==> config.mk <==
export PLATFORM = sky130hd
export DESIGN_NAME = instr_loader
export DESIGN_NICKNAME = d
export VERILOG_FILES = /design/src/rtl/mips16_pkg.sv /design/src/rtl/instr_word_packer.sv /design/src/rtl/instr_loader.sv
export SDC_FILE = /design/constraint.sdc
export NUM_CORES = 1
export LEC_CHECK = 0
export BUFFER_PORTS_ARGS = -buffer_cell sky130_fd_sc_hd__clkbuf_2
export CORE_UTILIZATION = 35
export CTS_CLUSTER_DIAMETER = 100
export CTS_CLUSTER_SIZE = 28
export DETAILED_ROUTE_END_ITERATION = 7
export HOLD_SLACK_MARGIN = 0.03
export PLACE_DENSITY_LB_ADDON = 0.3
export SLEW_MARGIN = 20
export SYNTH_ARGS = -nofsm -noshare
export SYNTH_HDL_FRONTEND = slang
export SYNTH_HIERARCHICAL = 1
export SYNTH_SLANG_ARGS = --single-unit
==> constraint.sdc <==
create_clock -name clock -period 3.31 [get_ports clock]
set_input_delay 0 -clock clock [delete_from_list [all_inputs] [get_ports clock]]
set_output_delay 0 -clock clock [all_outputs]
set_load 0.005 [all_outputs]
==> src/rtl/mips16_pkg.sv <==
// Shared types and constants for the instruction loader: FSM state encoding
// and the fixed four-byte instruction word geometry.
package mips16_pkg;

    localparam int INSTR_W         = 32;
    localparam int BYTES_PER_INSTR = 4;
    localparam int BYTE_IDX_W      = $clog2(BYTES_PER_INSTR);

    typedef enum logic [2:0] {
        IDLE  = 3'd0,
        RECV  = 3'd1,
        WRITE = 3'd2,
        CHECK = 3'd3,
        DONE  = 3'd4
    } loader_state_e;

endpackage

==> src/rtl/instr_word_packer.sv <==
// Shifts program bytes MSB-first into a 32-bit instruction word and flags the
// cycle in which the fourth byte of a word is taken.
module instr_word_packer
    import mips16_pkg::*;
(
    input  logic               clock,
    input  logic               reset_n,
    input  logic               clear,
    input  logic               shift_en,
    input  logic [7:0]         byte_in,
    output logic [INSTR_W-1:0] word,
    output logic               word_complete
);

    logic [INSTR_W-1:0]    word_q, word_d;
    logic [BYTE_IDX_W-1:0] idx_q, idx_d;

    // Four shifts fully replace the word, so byte 0 ends up in [31:24].
    always_comb begin
        word_d = word_q;
        idx_d  = idx_q;
        if (clear) begin
            idx_d = '0;
        end else if (shift_en) begin
            word_d = {word_q[INSTR_W-9:0], byte_in};
            idx_d  = idx_q + 1'b1;
        end
    end

    always_ff @(posedge clock or negedge reset_n) begin
        if (!reset_n) begin
            word_q <= '0;
            idx_q  <= '0;
        end else begin
            word_q <= word_d;
            idx_q  <= idx_d;
        end
    end

    assign word          = word_q;
    assign word_complete = shift_en && (idx_q == BYTE_IDX_W'(BYTES_PER_INSTR - 1));

endmodule

==> src/rtl/instr_loader.sv <==
// Loads a program byte stream into instruction memory while holding the CPU
// stalled; optional trailing checksum byte enabled by INSTR_LOADER_CHECKSUM_EN.
module instr_loader #(
    parameter int ADDR_W  = 8,
    parameter int INSTR_W = 32
) (
    input  logic               clock,
    input  logic               reset_n,
    input  logic               start,
    input  logic [ADDR_W-1:0]  word_count,
    input  logic [7:0]         byte_in,
    input  logic               byte_valid,
    output logic               byte_ready,
    output logic               imem_we,
    output logic [ADDR_W-1:0]  imem_addr,
    output logic [INSTR_W-1:0] imem_wdata,
    output logic               cpu_stall,
    output logic               busy,
    output logic               load_done,
    output logic               chk_err,
    output logic [2:0]         dbg_state
);
    import mips16_pkg::*;

    // Byte handshake: a byte moves on a rising edge where byte_valid and
    // byte_ready are both high; byte_ready is high only while a byte can be used.

    loader_state_e     state_q, state_d;
    logic [ADDR_W-1:0] wc_q, wc_d;
    logic [ADDR_W-1:0] addr_q, addr_d;
    logic [ADDR_W-1:0] last_addr;
    logic              stall_q, stall_d;
    logic              pk_clear;
    logic              pk_shift;
    logic              pk_word_complete;
    logic [31:0]       pk_word;

`ifdef INSTR_LOADER_CHECKSUM_EN
    logic [7:0] csum_q, csum_d;
    logic       chk_err_q, chk_err_d;
`endif

    instr_word_packer u_packer (
        .clock         (clock),
        .reset_n       (reset_n),
        .clear         (pk_clear),
        .shift_en      (pk_shift),
        .byte_in       (byte_in),
        .word          (pk_word),
        .word_complete (pk_word_complete)
    );

    // word_count of 0 wraps to all-ones here, giving 2^ADDR_W words.
    assign last_addr = wc_q - ADDR_W'(1);

    always_comb begin
        state_d    = state_q;
        wc_d       = wc_q;
        addr_d     = addr_q;
        stall_d    = stall_q;
        pk_clear   = 1'b0;
        pk_shift   = 1'b0;
        byte_ready = 1'b0;
        imem_we    = 1'b0;
        load_done  = 1'b0;
        busy       = (state_q != IDLE);
`ifdef INSTR_LOADER_CHECKSUM_EN
        csum_d     = csum_q;
        chk_err_d  = chk_err_q;
`endif
        case (state_q)
            IDLE: begin
                if (start) begin
                    state_d  = RECV;
                    wc_d     = word_count;
                    addr_d   = '0;
                    pk_clear = 1'b1;
                    stall_d  = 1'b1;
`ifdef INSTR_LOADER_CHECKSUM_EN
                    csum_d    = '0;
                    chk_err_d = 1'b0;
`endif
                end
            end
            RECV: begin
                byte_ready = 1'b1;
                if (byte_valid) begin
                    pk_shift = 1'b1;
`ifdef INSTR_LOADER_CHECKSUM_EN
                    csum_d = csum_q ^ byte_in;
`endif
                    if (pk_word_complete) begin
                        state_d = WRITE;
                    end
                end
            end
            WRITE: begin
                imem_we = 1'b1;
                if (addr_q == last_addr) begin
`ifdef INSTR_LOADER_CHECKSUM_EN
                    state_d = CHECK;
`else
                    state_d = DONE;
`endif
                end else begin
                    addr_d  = addr_q + ADDR_W'(1);
                    state_d = RECV;
                end
            end
`ifdef INSTR_LOADER_CHECKSUM_EN
            CHECK: begin
                byte_ready = 1'b1;
                if (byte_valid) begin
                    chk_err_d = (byte_in != csum_q);
                    state_d   = DONE;
                end
            end
`endif
            DONE: begin
                load_done = 1'b1;
                state_d   = IDLE;
                // A program that failed its checksum is never released.
`ifdef INSTR_LOADER_CHECKSUM_EN
                stall_d = chk_err_q;
`else
                stall_d = 1'b0;
`endif
            end
            default: begin
                state_d = IDLE;
            end
        endcase
    end

    always_ff @(posedge clock or negedge reset_n) begin
        if (!reset_n) begin
            state_q <= IDLE;
            wc_q    <= '0;
            addr_q  <= '0;
            stall_q <= 1'b1;
        end else begin
            state_q <= state_d;
            wc_q    <= wc_d;
            addr_q  <= addr_d;
            stall_q <= stall_d;
        end
    end

`ifdef INSTR_LOADER_CHECKSUM_EN
    always_ff @(posedge clock or negedge reset_n) begin
        if (!reset_n) begin
            csum_q    <= '0;
            chk_err_q <= 1'b0;
        end else begin
            csum_q    <= csum_d;
            chk_err_q <= chk_err_d;
        end
    end

    assign chk_err = chk_err_q;
`else
    assign chk_err = 1'b0;
`endif

    assign imem_addr  = addr_q;
    assign imem_wdata = INSTR_W'(pk_word);
    assign cpu_stall  = stall_q;
    assign dbg_state  = state_q;

endmodule

**Word level (Yosys, flattened, before mapping)**

Cells that the tools add are included.

- Bitwise gates (word level): 1
- Multiplexer cells: 19
- Equal/unequal tests: 9
- $add $sub $neg: 3
- Reductions and logical operators: 11

Operator list:

| operator | count |
|---|---|
| 8-bit 2-to-1 mux | 2 |
| 8-bit one-hot mux with 2 select lines | 1 |
| 3-bit 2-to-1 mux | 4 |
| 3-bit one-hot mux with 3 select lines | 1 |
| 8-bit by 1-bit adder with 8-bit output, second input constant | 1 |
| 8-bit equality test | 1 |
| 1-bit 2-to-1 mux | 8 |
| 2-bit inequality test, second input constant | 4 |
| 8-bit by 1-bit subtractor with 8-bit output, second input constant | 1 |
| 2-bit AND reduction | 3 |
| 3-bit AND reduction | 2 |
| 2-bit nonzero test | 3 |
| 2-bit 2-to-1 mux | 2 |
| 3-bit by 1-bit equality test with 1-bit output, second input constant | 1 |
| 3-bit by 2-bit equality test with 1-bit output, second input constant | 1 |
| 3-bit equality test, second input constant | 1 |
| 3-bit zero test | 1 |
| 3-bit nonzero test | 1 |
| 2-bit by 1-bit adder with 2-bit output, second input constant | 1 |
| 2-bit equality test, second input constant | 1 |
| 1-bit one-hot mux with 2 select lines | 1 |
| 1-bit logical AND | 1 |
| 1-bit inverter | 1 |

- Word-level logic and storage cells: 49
- Flip-flop bits (word level): 54
- Input bits: 20
- Output and inout port bits: 49

**Depth between registers and ports, before layout**

- Depth in word-level cells: 6
- Mapped depth: 8
- Depth with buffers taken out: 8

**Cells and area by module**

The synthesis kept the hierarchy.

By module, submodules not included:

| module | cells an instance | sequential area each (um^2) | instances | area an instance (um^2) |
|---|---|---|---|---|
| instr_word_packer | 77 | 850.8 | 1 | 1455.1 |
| instr_loader | 122 | 501.7 | 1 | 1204.9 |

**Least setup slack after synthesis**

No wires, ideal clock.

- Path type: register -> register
- Start point: register wc_q[0]
- End point: register addr_q[0], in the netlist imem_addr[0]
- Clock period less this slack: 2.190 ns
- Required time: 3.185 ns
- Stages on the path, launching flop included: 9
- Slack: 1.120 ns
- Arrival: 2.065 ns
- Library setup time: 0.125 ns
- Path buffers: 0
- Cells stage by stage: dfrtp_1 inv_1 ha_1 or3b_1 a211o_1 a211oi_2 o211ai_1 and2_1 mux2_2

- Longest elaborated chain between the ends: 4

RTL lines:

| item | line | text |
|---|---|---|
| from (decl) | instr_loader.sv:29 | `logic [ADDR_W-1:0] wc_q, wc_d;` |
| from (signal assigned) | instr_loader.sv:143 | `wc_q <= wc_d;` |
| 8-bit by 1-bit subtractor with 8-bit output | instr_loader.sv:54 | `assign last_addr = wc_q - ADDR_W'(1);` |
| 8-bit equality test | instr_loader.sv:99 | `if (addr_q == last_addr) begin` |
| 2-bit inequality test (no line) | -- |  |
| 3-bit AND reduction (no line) | -- |  |
| to (signal assigned) | instr_loader.sv:144 | `addr_q <= addr_d;` |
| to (decl) | instr_loader.sv:30 | `logic [ADDR_W-1:0] addr_q, addr_d;` |

No other way between the ends.
A chain may end at the register's enable or synchronous reset.

**Final worst setup path**

Ends and elaborated chain as after synthesis.

==> impl_results.md <==
* Port Buffers at 67
* Max-cap viol count at 0
* Post-Layout Cell Count at 387
* CP Capture Type: register
* Root Driver: clkbuf_8
* Setup bufs post-CTS at 0
* Post-cts resize count at 0
* Total GRT Usage at 13.8%
* Synth cell types at 50
* Top_reg_cell synth: dfrtp_1
* Setup Crit Path Kind: reg2reg
* Avg WL per Cell at 13.3 um
* Period utilisation layout at 71.1%
* Mapped Avg Cell Area at 13.4 sq um
* Cell taking the most area after synthesis: dfrtp_1
* Critical path required time at 3510 ps
* GPL Wtd Cong at 0.754
* Crit Path Max Fanout at 3
* Synthesis-to-finish area growth at 25.5%
* Top cell type's share of synthesized area at 49.9%
* Drt initial violations at 50
* CTS tree: built
* Top post-synthesis cells by area: dfrtp_1, mux2_4, mux2_2
* Fmax at 425 MHz
* Setup_tns at 0 ps
* Detailed Place HPWL at 3.58 mm
* RSZ-0062 raised after global routing: false
* Routed WL at 5.14 mm
* WP data arrival at 2560 ps
* Sink Count at 54
* Final Core Density at 45.8%
* Async set-or-reset flop fraction in the synthesized netlist at 100%
* Antenna-violating nets left at 0
* Die Span Y at 89.2 um
* Core Region at 0.00729 sq mm
* Tmin final at 2350 ps
* IO Pins at 69
* Fin. max-slew vios at 0
* Worst skew pair latency at 310 ps
* Syn_nets at 222
* Post-synthesis sequential area ratio at 50.8%
* Syn. warnings at 6
* Worst slew pin tran at 671 ps
* Final clock skew at 4.49 ps
* Final hold vios at 0
* Post-synth EDFFs at 0
* Die Area at 0.00795 sq mm
* Cells after synthesis at 199
* Die width at 89.2 um
* Largest net degree at the start of global routing at 33
* Vias in the first global route at 1700
* Initial Utilization at 36.5%
* Via-per-instance ratio at 4.67
* ANT cells at 0
* Critical Path Start Type: register
* Netlist Area Pre-Place at 0.00266 sq mm
* Status: complete, no violations
* Yosys reg bits at 54
* Total CTS buffers at 5
* Rel. slew slack at 55.3%
* Initial antenna violation count at 0
* Clock Path Buffers at 2
* Vias at 1809
* P_leak at 0.00161 uW
* Worst VDD drop at 0.000416 V
* Hold buffers post-CTS at 18
* Drt first pass iters at 4
* Setup violators final at 0
* Num rows at 31
* First-pass GRT wire length at 8.25 mm
* PD cells at 826 mW/mm^2
* Overflow after GRT at 0
* Reg clk slew, reported paths at 100 ps
* Worst Hold Class: in2reg
* Dpl cells at 361
* Post-layout net count at 310
* H-Tree Depth at 2
* Fraction of layout cells with a size suffix above 1 at 44.4%
* DRC at 0
==> where the power goes <==
| group | internal, uW | switching [uW] |
|---|---|---|
| registers | 936 | 245 |
| logic | 695 | 423 |
| clock network | 231 | 228 |
==> kinds of logic (layout without fill, tap and decap cells) <==
logic type | count (synthesis) | count (layout) | share of synthesized area, %
DFF | 54 | 54 | 50.8
and+or+nand+nor | 54 | 54 | 11.9
muxes | 39 | 39 | 20.7
AOI/OAI and AO/OA | 27 | 27 | 7.48
buffers and inverters | 13 | 102 | 4.66
xor gates and xnor gates | 8 | 8 | 2.92
adders and majority gates | 3 | 3 | 1.41
other | 1 | 1 | 0.141
==> per-layer routing <==
metal / part of all wire [%] / GRT usage (%)
met1: 49 / 19.3
met2: 44 / 20.5
met3: 6.1 / 3.79
met4: 1.2 / 4.76
met5: 0 / 0
==> area by class of cell <==
class / instances / area, sq um
Inverter: 6 / 22.5
Clock buffer: 5 / 68.8
Multi-Input combinational cell: 132 / 1180
Tap cell: 99 / 124
Sequential cell: 54 / 1350
Fill cell: 703 / 3950
Timing Repair Buffer: 88 / 538
Clock inverter: 3 / 48.8
==> path summary, 6_finish.rpt <==
check,from,cells after the start,to,slack [ps]
max in group asynchronous,reset_n,3,wc_q[6]$_DFFE_PN0P_,2250
worst min-delay path,start,4,dbg_state[0]$_DFFE_PN0P_,160
worst max register to register,wc_q[0]$_DFFE_PN0P_,8,imem_addr[0]$_DFFE_PN0P_,960
worst max-delay path,wc_q[0]$_DFFE_PN0P_,8,imem_addr[0]$_DFFE_PN0P_,960
min in group asynchronous,reset_n,2,dbg_state[2]$_DFFE_PN0P_,240
worst min register to register,cpu_stall$_DFFE_PN1P_,2,cpu_stall$_DFFE_PN1P_,480
==> state kept, by name, indices dropped and copies added (netlist names) <==
register / count
imem_addr: 8
wc_q: 8
dbg_state: 3
u_packer/word: 32
u_packer/idx_q: 2
cpu_stall: 1
==> synthesized netlist by cell type, drive strengths merged (2+ instances only) <==
| library cell | number |
|---|---|
| nor2b | 4 |
| nor4 | 2 |
| nand3 | 4 |
| xor2 | 3 |
| a21oi | 5 |
| nor2 | 5 |
| nor3 | 3 |
| o211ai | 3 |
| xnor2 | 5 |
| inv | 6 |
| a31o | 2 |
| nand4 | 3 |
| nor3b | 3 |
| o21ai | 6 |
| buf | 7 |
| dfrtp | 53 |
| and2 | 4 |
| or4 | 2 |
| and3 | 3 |
| mux2 | 38 |
| ha | 3 |
| nand2 | 14 |
| or3 | 3 |
==> cell usage in the layout (no fill, tap or decap), drive strengths merged, types with 2 or more instances in the layout <==
cell / netlist / final
a21oi: 5 / 5
a31o: 2 / 2
and2: 4 / 4
and3: 3 / 3
buf: 7 / 3
clkbuf: 0 / 72
dfrtp: 53 / 53
dlygate4sd3: 0 / 18
ha: 3 / 3
inv: 6 / 7
mux2: 38 / 38
nand2: 14 / 14
nand3: 4 / 4
nand4: 3 / 3
nor2: 5 / 5
nor2b: 4 / 4
nor3: 3 / 3
nor3b: 3 / 3
nor4: 2 / 2
o211ai: 3 / 3
o21ai: 6 / 6
or3: 3 / 3
or4: 2 / 2
xnor2: 5 / 5
xor2: 3 / 3
==> through the flow <==
stage	hold slack, ps	worst slack, ps	power (uW)	instance area, sq um
floorplan	-296	1120	1980	2660
global placement	69.5	1030	2280	3040
detailed placement	72.9	983	2310	3040
CTS	147	962	2800	3340
global route	168	824	2960	3340
finish	157	956	2760	3340
==> worst max-delay path, stage by stage, from the launching register on <==
cell and delay [ps]:
dfrtp_1 440, inv_1 90, ha_1 170, or3b_1 350, a211o_1 310, a211oi_2 260, o211ai_1 160, and2_1 210
mux2_2 260
Note: power is estimated with default switching activity, not from simulation.
